`config.mk`:
```
export PLATFORM = sky130hd
export DESIGN_NAME = counter_event_fifo_flat
export DESIGN_NICKNAME = d
export VERILOG_FILES = /design/src/rtl/counter_event_fifo_if.sv /design/src/rtl/counter_event_fifo.sv /design/src/flat_wrapper.sv
export SDC_FILE = /design/constraint.sdc
export NUM_CORES = 1
export LEC_CHECK = 0
export ABC_AREA = 1
export BUFFER_PORTS_ARGS = -buffer_cell sky130_fd_sc_hd__buf_2
export CAP_MARGIN = 20
export CORE_MARGIN = 5
export CORE_UTILIZATION = 35
export DETAILED_ROUTE_END_ITERATION = 6
export GPL_ROUTABILITY_DRIVEN = 1
export SLEW_MARGIN = 30
export SYNTH_ARGS = -nofsm -noshare
export SYNTH_HDL_FRONTEND = slang
export SYNTH_SLANG_ARGS = --single-unit
```
`constraint.sdc`:
```
create_clock -name clk -period 5.2 [get_ports clk]
set_input_delay 0.26 -clock clk [delete_from_list [all_inputs] [get_ports clk]]
set_output_delay 0.26 -clock clk [all_outputs]
set_load 0.02 [all_outputs]
```
`src/rtl/counter_event_fifo_if.sv`:
```
// Event-FIFO bus: mode-counter outputs in, tagged event words and status out.
// The master side is the counter plus the consumer; the slave side is the FIFO.
interface counter_event_fifo_if #(
    parameter int DEPTH = 4,
    parameter int CNT_W = 8
);
    logic [3:0]               cnt_q;
    logic                     cnt_rco;
    logic                     cnt_load;
    logic [1:0]               cnt_mode;
    logic                     out_ready;
    logic                     clr_ovf;
    logic                     out_valid;
    logic [7:0]               out_data;
    logic [$clog2(DEPTH):0]   level;
    logic                     full;
    logic                     overflow;
    logic [CNT_W-1:0]         evt_count;

    modport master (
        output cnt_q, cnt_rco, cnt_load, cnt_mode, out_ready, clr_ovf,
        input  out_valid, out_data, level, full, overflow, evt_count
    );

    modport slave (
        input  cnt_q, cnt_rco, cnt_load, cnt_mode, out_ready, clr_ovf,
        output out_valid, out_data, level, full, overflow, evt_count
    );
endinterface

```
`src/rtl/counter_event_fifo.sv`:
```
// Turns mode-counter rollovers and load entries into tagged event words,
// buffered in a first-word-fall-through FIFO with a saturating event count.
module counter_event_fifo #(
    parameter int DEPTH = 4,
    parameter int CNT_W = 8
) (
    input  logic                 clk,
    input  logic                 reset,
    counter_event_fifo_if.slave  bus
);
    localparam int AW = $clog2(DEPTH);
    localparam logic [AW:0] FULL_LVL = (AW+1)'(DEPTH);

    typedef struct packed {
        logic [1:0] mode;
        logic       load_evt;
        logic       rco_evt;
        logic [3:0] q;
    } evt_t;

    // rco only lives for half a cycle, so it is caught on the falling edge
    // together with the Q/mode it rolled over into.
    logic       rco_cap_q;
    logic [3:0] q_sh_q;
    logic [1:0] mode_sh_q;

    always_ff @(negedge clk or negedge reset) begin
        if (!reset) begin
            rco_cap_q <= 1'b0;
            q_sh_q    <= '0;
            mode_sh_q <= '0;
        end else begin
            rco_cap_q <= bus.cnt_rco;
            q_sh_q    <= bus.cnt_q;
            mode_sh_q <= bus.cnt_mode;
        end
    end

    logic             load_d_q;
    evt_t             mem_q [DEPTH];
    logic [AW:0]      wcnt_q, wcnt_d;
    logic [AW:0]      rcnt_q, rcnt_d;
    logic             ovf_q, ovf_d;
    logic [CNT_W-1:0] evt_cnt_q, evt_cnt_d;

    logic        rco_evt, load_evt, push, pop, accept, drop, full, valid;
    logic [AW:0] level;
    evt_t        push_word;

    always_comb begin
        level    = wcnt_q - rcnt_q;
        full     = (level == FULL_LVL);
        valid    = (level != '0);
        rco_evt  = rco_cap_q;
        load_evt = bus.cnt_load & ~load_d_q;
        push     = rco_evt | load_evt;
        pop      = valid & bus.out_ready;
        // A pop in the same cycle frees the slot, so a full FIFO still accepts.
        accept   = push & (~full | pop);
        drop     = push & full & ~pop;

        push_word.load_evt = load_evt;
        push_word.rco_evt  = rco_evt;
        if (rco_evt) begin
            push_word.mode = mode_sh_q;
            push_word.q    = q_sh_q;
        end else begin
            push_word.mode = bus.cnt_mode;
            push_word.q    = bus.cnt_q;
        end
    end

    always_comb begin
        wcnt_d    = wcnt_q + {{AW{1'b0}}, accept};
        rcnt_d    = rcnt_q + {{AW{1'b0}}, pop};
        evt_cnt_d = evt_cnt_q;
        if (accept && (evt_cnt_q != {CNT_W{1'b1}}))
            evt_cnt_d = evt_cnt_q + CNT_W'(1);
        ovf_d = ovf_q;
        if (drop)
            ovf_d = 1'b1;
        else if (bus.clr_ovf)
            ovf_d = 1'b0;
    end

    always_ff @(posedge clk or negedge reset) begin
        if (!reset) begin
            load_d_q  <= 1'b0;
            wcnt_q    <= '0;
            rcnt_q    <= '0;
            ovf_q     <= 1'b0;
            evt_cnt_q <= '0;
        end else begin
            load_d_q  <= bus.cnt_load;
            wcnt_q    <= wcnt_d;
            rcnt_q    <= rcnt_d;
            ovf_q     <= ovf_d;
            evt_cnt_q <= evt_cnt_d;
        end
    end

    always_ff @(posedge clk or negedge reset) begin
        if (!reset) begin
            for (int i = 0; i < DEPTH; i++) mem_q[i] <= '0;
        end else if (accept) begin
            mem_q[wcnt_q[AW-1:0]] <= push_word;
        end
    end

    assign bus.out_valid = valid;
    assign bus.out_data  = valid ? mem_q[rcnt_q[AW-1:0]] : 8'h00;
    assign bus.level     = level;
    assign bus.full      = full;
    assign bus.overflow  = ovf_q;
    assign bus.evt_count = evt_cnt_q;
endmodule

```
`src/flat_wrapper.sv`:
```
// flat-port wrapper written by rule: the top's interface ports become plain ports
module counter_event_fifo_flat 
#(
    parameter int DEPTH = 4,
    parameter int CNT_W = 8
)
  (clk, reset, bus_cnt_q, bus_cnt_rco, bus_cnt_load, bus_cnt_mode, bus_out_ready, bus_clr_ovf, bus_out_valid, bus_out_data, bus_level, bus_full, bus_overflow, bus_evt_count);
  counter_event_fifo_if #(.DEPTH(DEPTH), .CNT_W(CNT_W)) bus_i ();
  input  logic clk;
  input  logic reset;
  input wire logic [$bits(bus_i.cnt_q)-1:0] bus_cnt_q;
  input wire logic [$bits(bus_i.cnt_rco)-1:0] bus_cnt_rco;
  input wire logic [$bits(bus_i.cnt_load)-1:0] bus_cnt_load;
  input wire logic [$bits(bus_i.cnt_mode)-1:0] bus_cnt_mode;
  input wire logic [$bits(bus_i.out_ready)-1:0] bus_out_ready;
  input wire logic [$bits(bus_i.clr_ovf)-1:0] bus_clr_ovf;
  output wire logic [$bits(bus_i.out_valid)-1:0] bus_out_valid;
  output wire logic [$bits(bus_i.out_data)-1:0] bus_out_data;
  output wire logic [$bits(bus_i.level)-1:0] bus_level;
  output wire logic [$bits(bus_i.full)-1:0] bus_full;
  output wire logic [$bits(bus_i.overflow)-1:0] bus_overflow;
  output wire logic [$bits(bus_i.evt_count)-1:0] bus_evt_count;
  assign bus_i.cnt_q = bus_cnt_q;
  assign bus_i.cnt_rco = bus_cnt_rco;
  assign bus_i.cnt_load = bus_cnt_load;
  assign bus_i.cnt_mode = bus_cnt_mode;
  assign bus_i.out_ready = bus_out_ready;
  assign bus_i.clr_ovf = bus_clr_ovf;
  assign bus_out_valid = bus_i.out_valid;
  assign bus_out_data = bus_i.out_data;
  assign bus_level = bus_i.level;
  assign bus_full = bus_i.full;
  assign bus_overflow = bus_i.overflow;
  assign bus_evt_count = bus_i.evt_count;
  counter_event_fifo #(.DEPTH(DEPTH), .CNT_W(CNT_W)) u_core (.clk(clk), .reset(reset), .bus(bus_i));
endmodule
```
== Word-level counts from Yosys, hierarchy flattened ==
Index checks and enable logic that the tools add are counted.

* Register bits after elaboration: 55
* Bits of input ports: 12
* Output and inout bits: 22
* Logic and storage cells: 60

* Add/sub/neg operators: 4
* $lt $le $gt $ge: 3
* Eq/ne operators: 2
* Mux-type cells: 11
* Bitwise gates (word level): 12
* Reduce and logical (&&, ||, !) cells: 4

{| class="wikitable"
|+ Operator list
! kind !! number
|-
| 32-bit bitwise mux || 1
|-
| 8-bit two-way mux || 4
|-
| 8-bit binary-select mux with 2-bit select || 1
|-
| 8-bit demux with 2-bit select || 1
|-
| 8-bit by 1-bit adder with 8-bit output (second input constant) || 1
|-
| 8-bit inequality test (second input constant) || 1
|-
| 3-bit by 1-bit adder with 3-bit output || 2
|-
| 3-bit greater-or-equal comparator (second input constant) || 2
|-
| 2-bit inverter with 3-bit output || 2
|-
| 1-bit AND || 5
|-
| 4-bit two-way mux || 1
|-
| 3-bit == test (second input constant) || 1
|-
| 3-bit by 1-bit < comparator with 1-bit output (second input constant) || 1
|-
| 1-bit inverter || 3
|-
| 3-bit nonzero test || 1
|-
| 3-bit subtractor || 1
|-
| 1-bit logical AND || 2
|-
| 1-bit two-way mux || 2
|-
| 2-bit two-way mux || 1
|-
| 1-bit OR || 2
|-
| 2-bit nonzero test || 1
|}

== Longest topological paths before layout ==
* Word-level depth: 6
* Mapped depth: 14

==> metrics.md <==
| Metric | Value |
|---|---|
| Share of layout cells above drive strength 1 | 0.190 |
| Final ANT Viol Nets | 0 |
| Critical R2R Launch | u_core.rco_cap_q$_DFF_NN0_ |
| Switching Fraction | 0.497 |
| Maximum vdd ir drop | 0.244 mV |
| Vias in the first global route | 2192 |
| Synth Warn # | 0 |
| Syn nets | 349 |
| Post-route design area | 3140 um^2 |
| Clk Latency, worst-skew pair | 0.31 ns |
| Via count | 2281 |
| Width of the die | 101 um |
| LEAKAGE | 1.69 nW |
| Grt total ovfl | 0 |
| WL per Instance | 14.4 um |
| # setup viols final | 0 |
| Die area | 10100 um^2 |
| Site Rows | 33 |
| Seq/Total Area, Yosys | 0.478 |
| R2r setup slk | 0.80 ns |
| Core area | 8130 um^2 |
| Failing checks | negative hold slack |
| Reg power frac | 0.361 |
| Post-cts repair resize count | 0 |
| FF-to-FF End | u_core.mem_q[23]$_DFFE_PN0P_ |
| Worst-path clk slew | 0.09 ns |
| Metal-1 WL | 3.29 mm |
| DRC viols | 0 |
| Worst-case hold slack | -0.00995 ns |
| Slowest CP cell | dfrtn_1 |
| Metal2 WL | 2.89 mm |
| RSZ-0062 raised after global routing | false |
| Reg area | 1380 um^2 |
| Post-CTS Setup Repair Bufs | 0 |
| CP Cell Sequence | nor2_2 -> inv_4 -> nand3_1 -> nand2_1 -> nand2_1 |
| Synth cell types | 29 |
| Synth Register Bits | 55 |
| Final Hold Viols | 14 |
| Final std cells w/o fill | 463 |
| Dpl cells | 455 |
| Post-DP Area | 3060 um^2 |
| Register-to-Register Path Depth | 5 |
| H-tree depth | 2 |
| Outcome | finished, violations left |
| Root buf cell | clkbuf_8 |
| CP Data Required Time | 5.40 ns |
| Final setup TNS | 0 ns |
| Actual slew at the worst max-slew pin | 0.700 ns |
| Pre-CTS WS | 0.799 ns |
| Slew Viols, Final | 0 |
| Post-layout power | 2.12 mW |
| Syn-to-layout area delta | 9.13% |
| Cells after Synth | 330 |
| Final #Nets | 376 |
| Hpwl dp | 4.51 mm |
| Gpl congestion | 0.798 |
| Num CTS Buffers | 5 |
| Clock Skew | 0.00906 ns |
| Initial antenna violation count | 0 |
| Max-cap violations | 0 |
| Multi-input combinational cell area | 1260 um^2 |
| Switching power of the nets | 1.05 mW |
| WP data arrival | 4.60 ns |
| Synth Cell Area | 2880 um^2 |
| Starting Density | 0.354 |
| CTS Buffer Depth | 2 |
| Crit Path Category | register to register |
| Top Ports | 34 |
| Quantity of hold-fixing buffers added after cts | 0 |
| Endpoint type of the worst setup path | register |
| Syn avg cell area | 8.72 um^2 |
| Clock Sinks | 55 |
| CTS tree | built |
| Pwr dens | 674 nW/um^2 |
| Gate power share | 0.529 |
| Port bufs | 33 |
| Initial DRT Pass Iterations | 4 |
| Iter 0 DRT Violations | 121 |
| Int Pwr | 1.07 mW |
| CP Launch Point | u_core.rco_cap_q$_DFF_NN0_ |
| First-pass GRT wire length | 11.3 mm |
| Power share of the clock group | 0.110 |
| Slew HR | 0.533 |
| Worst min path class | primary input to asynchronous set/reset pin |
| Fillers | 831 |
| Vias per inst | 4.93 |
| Post-route setup slack | 0.796 ns |
| Commonest non-fill, non-tap cell in the layout | nand2_1 |
| Top cell by count, worst path | nand2_1 |
| Max stage delay on crit path | 0.64 ns |
| Tot GR Track Use | 0.142 |
| Post-Route WL | 6.65 mm |
| Die extent in y | 101 um |
| Pin count of the biggest net entering global routing | 48 |
| Startpoint types | register |
| Most frequent cells in the layout | 107 x nand2_1, 48 x dfrtp_1, 41 x nand4_1 |
| CP Max Fanout | 42 |
| Met3 WL | 386 um |
| Top sig layer | met4 |
| Antenna cells | 0 |
worst max path at each step:
stage	end	cells past startpoint
after floorplan	u_core.wcnt_q[2]$_DFF_PN0_	9
after global routing	u_core.mem_q[23]$_DFFE_PN0P_	5
after CTS	u_core.mem_q[23]$_DFFE_PN0P_	5
final	u_core.mem_q[23]$_DFFE_PN0P_	5
after global placement	u_core.mem_q[20]$_DFFE_PN0P_	5
after detailed placement	u_core.mem_q[23]$_DFFE_PN0P_	5
sequential cells by signal (all words and copies together), names as in the netlist:
signal,cells
u_core.load_d_q,1
u_core.mode_sh_q,2
u_core.mem_q,32
u_core.rco_cap_q,1
u_core.bus.overflow,1
u_core.q_sh_q,4
u_core.rcnt_q,3
u_core.wcnt_q,3
u_core.bus.evt_count,8
kinds of logic (layout without fill, tap and decap cells):
logic type / count (synthesis) / after routing / synth area share
XOR/XNOR: 5 / 5 / 0.0152
buffers and inverters: 45 / 73 / 0.0839
multiplexers: 6 / 6 / 0.0235
flip-flops: 55 / 55 / 0.478
AND/OR/NAND/NOR: 194 / 194 / 0.321
AO/OA/AOI/OAI: 18 / 18 / 0.0452
adder cells (fa/ha/maj): 7 / 7 / 0.0330
routing by layer:
| layer | track usage | vias up |
|---|---|---|
| met4 | 0.0466 | 0 |
| met5 | 0 | - |
| met1 | 0.202 | 1075 |
| met3 | 0.0277 | 7 |
| li1 | - | 1153 |
| met2 | 0.216 | 46 |
worst max-delay path: cells and delay by family, from the launching register on:
kind | cells | cell delay, ns
flops | 1 | 0.64
buf+inv | 1 | 0.34
simple gates | 4 | 0.67
cell usage after synthesis:
cell,number,area share
a21o_1,1,0.0026
buf_12,1,0.0070
buf_2,7,0.012
buf_6,3,0.012
buf_8,2,0.010
clkbuf_1,1,0.0013
dfrtn_1,7,0.061
dfrtp_1,48,0.42
fa_1,1,0.0070
ha_1,6,0.026
inv_1,24,0.031
inv_2,6,0.0078
inv_4,1,0.0022
mux2_2,6,0.023
nand2_1,107,0.14
nand2_2,2,0.0043
nand3_1,4,0.0070
nand3_2,3,0.010
nand3_4,2,0.012
nand3b_1,1,0.0026
nand4_1,41,0.089
nand4_2,1,0.0043
nor2_1,27,0.035
nor2_2,4,0.0087
nor2_4,2,0.0078
o21ai_0,8,0.014
o22ai_2,1,0.0043
o32ai_1,8,0.024
xor2_1,5,0.015
area by class of cell:
class,instances,area share
Timing Repair Buffer,34,0.0550
Multi-Input combinational cell,230,0.401
Sequential cell,55,0.438
Clock inverter,1,0.00159
Tap cell,105,0.0418
Inverter,31,0.0378
Clock buffer,7,0.0243
stage by stage:
stage               hold slack (ns)   util
CTS                          0.0171  0.386
global route                 0.0419  0.386
finish                     -0.00995  0.386
detailed placement            0.355  0.376
global placement              0.350  0.376
floorplan                   -0.0356      -
power groups by stage:
stage	Sequential, mW	Combinational (mW)	Clock, mW
floorplan	0.741	0.868	0
global placement	0.770	1.12	0
detailed placement	0.773	1.14	0
CTS	0.766	1.14	0.240
global route	0.798	1.28	0.257
finish	0.765	1.12	0.233
Power figures use the tool's default switching activity.
